[src/rtl/pool_readout_pkg.sv]
// Shared constants and FSM encoding for the layer-1 pool readout block.
package pool_readout_pkg;

    localparam int unsigned L1_WORDS = 1024;
    localparam int unsigned DATA_W   = 20;
    localparam int unsigned ADDR_W   = 12;
    localparam int unsigned IDX_W    = 10;

    localparam logic [2:0] CSEL_NONE = 3'b000;
    localparam logic [2:0] CSEL_L0   = 3'b001;
    localparam logic [2:0] CSEL_L1   = 3'b011;

    localparam logic [IDX_W-1:0] LAST_IDX = IDX_W'(L1_WORDS - 1);

    typedef enum logic [1:0] {
        StIdle = 2'b00,
        StCap  = 2'b01,
        StOut  = 2'b10,
        StDone = 2'b11
    } state_e;

    function automatic logic is_last_idx(input logic [IDX_W-1:0] idx);
        return idx == LAST_IDX;
    endfunction

endpackage

[src/rtl/pool_readout_max_tracker.sv]
// Running maximum of the accepted words; ties keep the earliest index.
module max_tracker
    import pool_readout_pkg::*;
(
    input  logic              clk_i,
    input  logic              rst_i,
    input  logic              clear_i,
    input  logic              update_i,
    input  logic [DATA_W-1:0] data_i,
    input  logic [IDX_W-1:0]  idx_i,
    output logic [DATA_W-1:0] max_val_o,
    output logic [IDX_W-1:0]  max_idx_o
);

    logic [DATA_W-1:0] max_val_d, max_val_q;
    logic [IDX_W-1:0]  max_idx_d, max_idx_q;

    always_comb begin
        max_val_d = max_val_q;
        max_idx_d = max_idx_q;
        if (clear_i) begin
            max_val_d = '0;
            max_idx_d = '0;
        end else if (update_i && (data_i > max_val_q)) begin
            // Strict compare so an equal later word never moves the index.
            max_val_d = data_i;
            max_idx_d = idx_i;
        end
    end

    always_ff @(posedge clk_i or posedge rst_i) begin
        if (rst_i) begin
            max_val_q <= '0;
            max_idx_q <= '0;
        end else begin
            max_val_q <= max_val_d;
            max_idx_q <= max_idx_d;
        end
    end

    assign max_val_o = max_val_q;
    assign max_idx_o = max_idx_q;

endmodule

[src/rtl/pool_readout.sv]
// Streams the 1024-word layer-1 map from layer memory over a valid/ready port,
// one word per two cycles, while tracking the largest word and its index.
module pool_readout
    import pool_readout_pkg::*;
(
    input  logic              clk,
    input  logic              reset,
    input  logic              start,
    output logic              busy,
    output logic              done,
    output logic              crd,
    output logic [ADDR_W-1:0] caddr_rd,
    input  logic [DATA_W-1:0] cdata_rd,
    output logic [2:0]        csel,
    output logic              out_valid,
    input  logic              out_ready,
    output logic [DATA_W-1:0] out_data,
    output logic [IDX_W-1:0]  out_addr,
    output logic [DATA_W-1:0] max_val,
    output logic [IDX_W-1:0]  max_idx
);

    state_e            state_d, state_q;
    logic              busy_d, busy_q;
    logic              done_d, done_q;
    logic              crd_d, crd_q;
    logic [ADDR_W-1:0] caddr_d, caddr_q;
    logic [2:0]        csel_d, csel_q;
    logic              out_valid_d, out_valid_q;
    logic [DATA_W-1:0] out_data_d, out_data_q;
    logic [IDX_W-1:0]  out_addr_d, out_addr_q;

    logic              max_clear;
    logic              max_update;

    assign max_clear  = (state_q == StIdle) && start;
    assign max_update = (state_q == StOut) && out_valid_q && out_ready;

    always_comb begin
        state_d     = state_q;
        busy_d      = busy_q;
        done_d      = 1'b0;
        crd_d       = 1'b0;
        caddr_d     = caddr_q;
        csel_d      = csel_q;
        out_valid_d = out_valid_q;
        out_data_d  = out_data_q;
        out_addr_d  = out_addr_q;

        unique case (state_q)
            StIdle: begin
                if (start) begin
                    caddr_d = '0;
                    crd_d   = 1'b1;
                    csel_d  = CSEL_L1;
                    busy_d  = 1'b1;
                    state_d = StCap;
                end
            end
            StCap: begin
                // Read data for the address issued last cycle is valid at this edge.
                out_data_d  = cdata_rd;
                out_addr_d  = caddr_q[IDX_W-1:0];
                out_valid_d = 1'b1;
                state_d     = StOut;
            end
            StOut: begin
                if (out_ready) begin
                    out_valid_d = 1'b0;
                    if (is_last_idx(out_addr_q)) begin
                        done_d  = 1'b1;
                        state_d = StDone;
                    end else begin
                        caddr_d = caddr_q + ADDR_W'(1);
                        crd_d   = 1'b1;
                        state_d = StCap;
                    end
                end
            end
            StDone: begin
                busy_d  = 1'b0;
                csel_d  = CSEL_NONE;
                state_d = StIdle;
            end
            default: begin
                state_d = StIdle;
            end
        endcase
    end

    always_ff @(posedge clk or posedge reset) begin
        if (reset) begin
            state_q     <= StIdle;
            busy_q      <= 1'b0;
            done_q      <= 1'b0;
            crd_q       <= 1'b0;
            caddr_q     <= '0;
            csel_q      <= CSEL_NONE;
            out_valid_q <= 1'b0;
            out_data_q  <= '0;
            out_addr_q  <= '0;
        end else begin
            state_q     <= state_d;
            busy_q      <= busy_d;
            done_q      <= done_d;
            crd_q       <= crd_d;
            caddr_q     <= caddr_d;
            csel_q      <= csel_d;
            out_valid_q <= out_valid_d;
            out_data_q  <= out_data_d;
            out_addr_q  <= out_addr_d;
        end
    end

    max_tracker u_max_tracker (
        .clk_i     (clk),
        .rst_i     (reset),
        .clear_i   (max_clear),
        .update_i  (max_update),
        .data_i    (out_data_q),
        .idx_i     (out_addr_q),
        .max_val_o (max_val),
        .max_idx_o (max_idx)
    );

    assign busy      = busy_q;
    assign done      = done_q;
    assign crd       = crd_q;
    assign caddr_rd  = caddr_q;
    assign csel      = csel_q;
    assign out_valid = out_valid_q;
    assign out_data  = out_data_q;
    assign out_addr  = out_addr_q;

endmodule

[config.mk]
export PLATFORM = sky130hd
export DESIGN_NAME = pool_readout
export DESIGN_NICKNAME = d
export VERILOG_FILES = /design/src/rtl/pool_readout_pkg.sv /design/src/rtl/pool_readout_max_tracker.sv /design/src/rtl/pool_readout.sv
export SDC_FILE = /design/constraint.sdc
export NUM_CORES = 1
export LEC_CHECK = 0
export CORE_MARGIN = 3
export CORE_UTILIZATION = 49
export CTS_BUF_LIST = sky130_fd_sc_hd__clkbuf_2
export DETAILED_ROUTE_END_ITERATION = 7
export GPL_ROUTABILITY_DRIVEN = 0
export HOLD_SLACK_MARGIN = 0.08
export MAX_ROUTING_LAYER = met4
export PLACE_DENSITY_LB_ADDON = 0.2
export SLEW_MARGIN = 25
export SYNTH_ARGS = -nofsm -noshare
export SYNTH_HDL_FRONTEND = slang
export SYNTH_HIERARCHICAL = 1
export SYNTH_SLANG_ARGS = --single-unit
[constraint.sdc]
create_clock -name clk -period 2.4 [get_ports clk]
set_clock_uncertainty 0.15 [all_clocks]
set_input_delay 0.24 -clock clk [delete_from_list [all_inputs] [get_ports clk]]
set_output_delay 0.24 -clock clk [all_outputs]
set_load 0.02 [all_outputs]
After elaboration in Yosys (flattened, before gate mapping)
Index checks and enable logic that the tools add are counted.
{"block": "totals", "register_bits": 81, "out_inout_bits": 79, "elab_cells": 58}
{"block": "op_classes", "addsub": 1, "order_cmp": 1, "n_eq_ne": 7, "muxes": 25, "reduce_logical": 13}
{"op": "two-way mux 20 bit", "n": 2}
{"op": "two-way mux 12 bit", "n": 3}
{"op": "case mux 12 bit (2 select lines)", "n": 1}
{"op": "> comparator 20 bit", "n": 1}
{"op": "two-way mux 10 bit", "n": 2}
{"op": "adder 12 x 1 -> 12 bit, second input constant", "n": 1}
{"op": "equality test 10 bit, second input constant", "n": 1}
{"op": "two-way mux 1 bit", "n": 8}
{"op": "case mux 2 bit (4 select lines)", "n": 1}
{"op": "nonzero test 2 bit", "n": 4}
{"op": "two-way mux 2 bit", "n": 3}
{"op": "!= test 2 bit, second input constant", "n": 3}
{"op": "case mux 1 bit (2 select lines)", "n": 3}
{"op": "case mux 3 bit (2 select lines)", "n": 1}
{"op": "AND reduction 2 bit", "n": 3}
{"op": "equality test 2 bit, second input constant", "n": 2}
{"op": "logical AND 1 bit", "n": 4}
{"op": "AND reduction 4 bit", "n": 1}
{"op": "two-way mux 3 bit", "n": 1}
{"op": "equality test 2 x 1 -> 1 bit, second input constant", "n": 1}
{"op": "logical NOT 2 bit", "n": 1}

Longest topological paths before layout
{"block": "depth", "word_depth": 6, "depth_mapped": 9}

By module
The synthesis kept the hierarchy.
{"module": "max_tracker", "n_inst": 1, "cells_each": 355, "area_per_inst_um2": 3040.4, "seq_area_each_um2": 750.7}
{"module": "pool_readout", "n_inst": 1, "cells_each": 173, "area_per_inst_um2": 2103.3, "seq_area_each_um2": 1201.2}

Worst setup path after synthesis
No wires, ideal clock.
{"block": "synth_path", "path_type": "register to register", "startpoint": "reg u_max_tracker.max_val_q[19] (netlist: u_max_tracker/max_val_o[19])", "endpoint": "reg u_max_tracker.max_val_q[1] (netlist: u_max_tracker/max_val_o[1])", "setup_time_ps": 126, "arrival_time_ps": 2341, "path_slack_ps": -217, "path_stages_with_launch": 9, "synth_period_minus_slack_ps": 2617, "cell_sequence": "dfrtp_1 -> inv_1 -> ha_1 -> nand4_4 -> nor4_4 -> a21oi_2 -> clkbuf_1 -> mux2i_1 -> a311o_1"}
{"block": "synth_via", "elab_chain_cells": 3}
{"element": "from (decl)", "line_no": "pool_readout_max_tracker.sv:15", "rtl": "logic [DATA_W-1:0] max_val_d, max_val_q;"}
{"element": "from (signal assigned)", "line_no": "pool_readout_max_tracker.sv:36", "rtl": "max_val_q <= max_val_d;"}
{"element": "> comparator 20 bit", "line_no": "pool_readout_max_tracker.sv:24", "rtl": "end else if (update_i && (data_i > max_val_q)) begin"}
{"element": "logical AND 1 bit", "line_no": "pool_readout_max_tracker.sv:24"}
{"element": "nonzero test 2 bit (no line)"}
Every way passes these cells.
A chain may end at the register's enable or synchronous reset.

Final worst setup path
{"block": "layout_path", "startpoint": "reg out_data_q[15] (netlist: out_data[15])", "endpoint": "reg u_max_tracker.max_val_q[1] (netlist: u_max_tracker/max_val_o[1])"}
{"block": "layout_via", "elab_chain_cells": 3}
{"element": "from (decl)", "line_no": "pool_readout.sv:30", "rtl": "logic [DATA_W-1:0] out_data_d, out_data_q;"}
{"element": "from (signal assigned)", "line_no": "pool_readout.sv:110", "rtl": "out_data_q <= out_data_d;"}
{"element": "> comparator 20 bit", "line_no": "pool_readout_max_tracker.sv:24"}
{"element": "logical AND 1 bit", "line_no": "pool_readout_max_tracker.sv:24"}
{"element": "nonzero test 2 bit (no line)"}
Every way passes these cells.

==> flow_summary.yaml <==
outcome:
  status: "finished with violations"
  failed_checks: "setup timing"
setup_path:
  critical_path_class: "reg2reg"
  max_stage_delay_ns: 0.50
  path_common_cell: "buf_4"
  cp.depth: 9
  r2r-end: "u_max_tracker/max_val_o[1]"
  cp-end-kind: "flop"
  cp-startpoint: "out_data[15]"
  r2r_cells: 9
  reg2reg_from: "out_data[15]"
  worst-path-buf-inv: 3
  critPathArrivalTime_ns: 2.85
  crit_end: "u_max_tracker/max_val_o[1]"
  worst-r2r-setup-slack_ns: -0.10
  required_ns: 2.75
  worstSetupStartpointType: "flop"
  path_cells: "ha_4, nand4_1, buf_4, nor3_4, a22oi_2, buf_4, buf_4, and4_1, a311o_1"
  path_delay_family: "buffers and inverters"
  crit_slowest_cell: "dfrtp_2"
  crit_fanout: 3
synthesis:
  syn_nets: 573
  netlist_instances: 528
  synth_top_family_by_area: "simple AND/OR/NAND/NOR gates"
  synthAdderAreaFrac_pct: 5.108
  synth-async-reset-ratio_pct: 100.0
  muxShareOfSynthArea_pct: 12.60
  synth_edf_count: 0
  synth-simple-area-share_pct: 22.89
  avgSynthCellArea_um2: 9.742
  yosys_warnings: 6
  ys_ff_latch: 78
  synth_cell_types: 50
  ys_seq_area_share_pct: 37.95
  synth_ff_type: "dfrtp_1"
  netlist_area_mm2: 0.005144
  synth-xor-area-share_pct: 0
  synth_compound_area_share_pct: 15.47
timing:
  worst_slack_ns: -0.1038
  max-slew-margin-rel_pct: 64.93
  min_period_ns: 2.504
  rsz0062_at_grt: "yes"
  hold_viol: 0
  post-route-period-util_pct: 104.3
  maxSlewViolCount: 0
  fmax_mhz: 399.4
  setup_viol: 29
  fin_setup_tns_ns: -1.716
  worst_pin_slew_ns: 0.5229
placed_design:
  placed_cell_area_mm2: 0.006633
  io_buffers: 101
  dp.cells: 769
  dp_hpwl_um: 10140
power:
  p_switching_uw: 4696
  p_leak_uw: 0.003021
  peakVddDrop_uv: 906.5
  power_density_mw_per_mm2: 1367
  p_int_uw: 5325
  clkPwrFrac_pct: 8.3
  finalPower_uw: 10020
  seqPwrFrac_pct: 22.9
  swShare_pct: 46.86
  p_comb_share_pct: 68.7
route:
  vias: 5037
  routed_wl_um: 16320
  drt_iter0_drc: 410
  drt_first_pass_iters: 6
  postRouteAntennaNets: 0
  drcViolationCount: 0
  wl_per_cell_um: 20.12
  drt-vias-per-instance: 6.211
finish:
  instances_no_fill: 811
  final_core_util_pct: 73.32
  final_cell_mix: "101 x clkdlybuf4s50_1, 72 x dfrtp_1, 50 x buf_4"
  layout_commonest_cell: "clkdlybuf4s50_1"
  drive_above_1_share_pct: 24.48
  syn2layout_area_growth_pct: 42.54
  fin_area_mm2: 0.007332
  num_antenna_cells: 0
  nets: 718
clock_tree:
  clock-sinks: 78
  clk_latency_ns: 0.57
  clock_path_buffers: 2
  cts.reportedPaths.clkPinSlew_ns: 0.27
  htreeDepth: 3
  cts_tree: "built"
  numCtsBuffers: 9
  root_buffer: "clkbuf_2"
flow_run:
  maxCapViolations: 0
die:
  die_y_um: 108.5
  die_area_mm2: 0.01176
  initial_core_util_pct: 51.44
  num_io_pins: 103
  rows: 36
  die_x_um: 108.5
  core-area_mm2: 0.01000
grt:
  grt_overflow: 0
  antenna_found_initial: 0
  track_usage_pct: 26.53
  grt_max_degree: 40
  grt_pass1_wl_um: 24370
  grt_pass1_vias: 4843
worst_hold_path:
  min_path_type: "in2reg"
-- state kept, by name, indices dropped and copies added, names as in the netlist --
| name | cells |
|---|---|
| caddr_rd | 12 |
| done | 1 |
| csel | 1 |
| out_data | 20 |
| state_q | 2 |
| u_max_tracker/max_idx_o | 10 |
| crd | 1 |
| out_addr | 10 |
| out_valid | 1 |
| u_max_tracker/max_val_o | 20 |
-- layer usage --
metal / share of wire [%] / GRT usage, % / vias to the layer above
met2: 49 / 41.84 / 271
met3: 7.1 / 5.075 / 32
met4: 1.9 / 6.402 / 0
met1: 42 / 35.47 / 2471
li1: - / - / 2263
met5: 0 / - / -
-- worst min path at each step --
stage / from / end / slack (ns) / cells after the start
final: cdata_rd[0] / out_data[0] / 0.10 / 2
after detailed placement: csel[0] / csel[0] / 0.38 / 1
after global placement: csel[0] / csel[0] / 0.38 / 1
after global routing: cdata_rd[0] / out_data[0] / 0.07 / 2
after CTS: cdata_rd[0] / out_data[0] / 0.10 / 2
after floorplan: reset / u_max_tracker/max_idx_o[0] / 0.18 / 1
-- power groups by stage --
| stage | Clock [uW] | Sequential [uW] | Combinational (uW) |
|---|---|---|---|
| after floorplan | 0 | 2750 | 2900 |
| after global routing | 890 | 2360 | 7330 |
| after global placement | 0 | 2250 | 5710 |
| after CTS | 839 | 2250 | 6120 |
| final | 836 | 2300 | 6890 |
| after detailed placement | 0 | 2270 | 5860 |
-- stage by stage --
step           hold WS, ns  setup slack, ns
2_1_floorplan       0.1805        -0.001910
3_3_place_gp        0.3810          0.01463
3_5_place_dp        0.3850         -0.07468
4_1_cts             0.1008         -0.01104
5_1_grt            0.07411          -0.1683
6_report            0.1037          -0.1038
-- final cells by class --
type	instances	area [um^2]
multi-input combinational	380	3169
sequential	78	1959
fill	737	2668
clock inverter	7	88.84
inverter	30	112.6
timing repair buffer	174	1790
tap	133	166.4
clock buffer	9	45.04
-- cells in the mapped netlist, types with 3 or more instances --
library cell | count | area, um^2
dfrtp_1 | 78 | 1952
a21oi_1 | 41 | 205.2
nand3_1 | 36 | 180.2
nor2b_1 | 32 | 200.2
mux2i_1 | 31 | 310.3
nand2b_1 | 31 | 193.9
inv_1 | 30 | 112.6
mux2_2 | 30 | 337.8
and4_1 | 29 | 254.0
a311o_1 | 27 | 270.3
clkbuf_1 | 25 | 93.84
ha_1 | 21 | 262.8
nand2_1 | 20 | 75.07
buf_2 | 9 | 45.04
nand4_1 | 7 | 43.79
nor3_1 | 7 | 35.03
o21ai_0 | 7 | 35.03
or4_1 | 7 | 52.55
nor2_1 | 6 | 22.52
a21o_1 | 5 | 37.54
o211ai_1 | 5 | 37.54
buf_4 | 4 | 30.03
o31ai_1 | 4 | 30.03
a211oi_1 | 3 | 22.52
or3_1 | 3 | 18.77
-- kinds of logic after synthesis --
group / after synthesis
flip-flops: 78
AND/OR/NAND/NOR: 188
multiplexers: 61
other: 1
AO/OA/AOI/OAI: 109
buffers and inverters: 70
adder cells (fa/ha/maj): 21
-- repair_timing --
action                                  in CTS  in global routing
hold endpoints to repair                    45                  0
buffers inserted                             7                 10
endpoints found under the setup margin      28                 30
pin swaps                                   15                 22
resized for setup                            8                 40
gates cloned                                 1                  7
hold buffers                                 1                  0
Note: power is estimated with default switching activity, not from simulation.
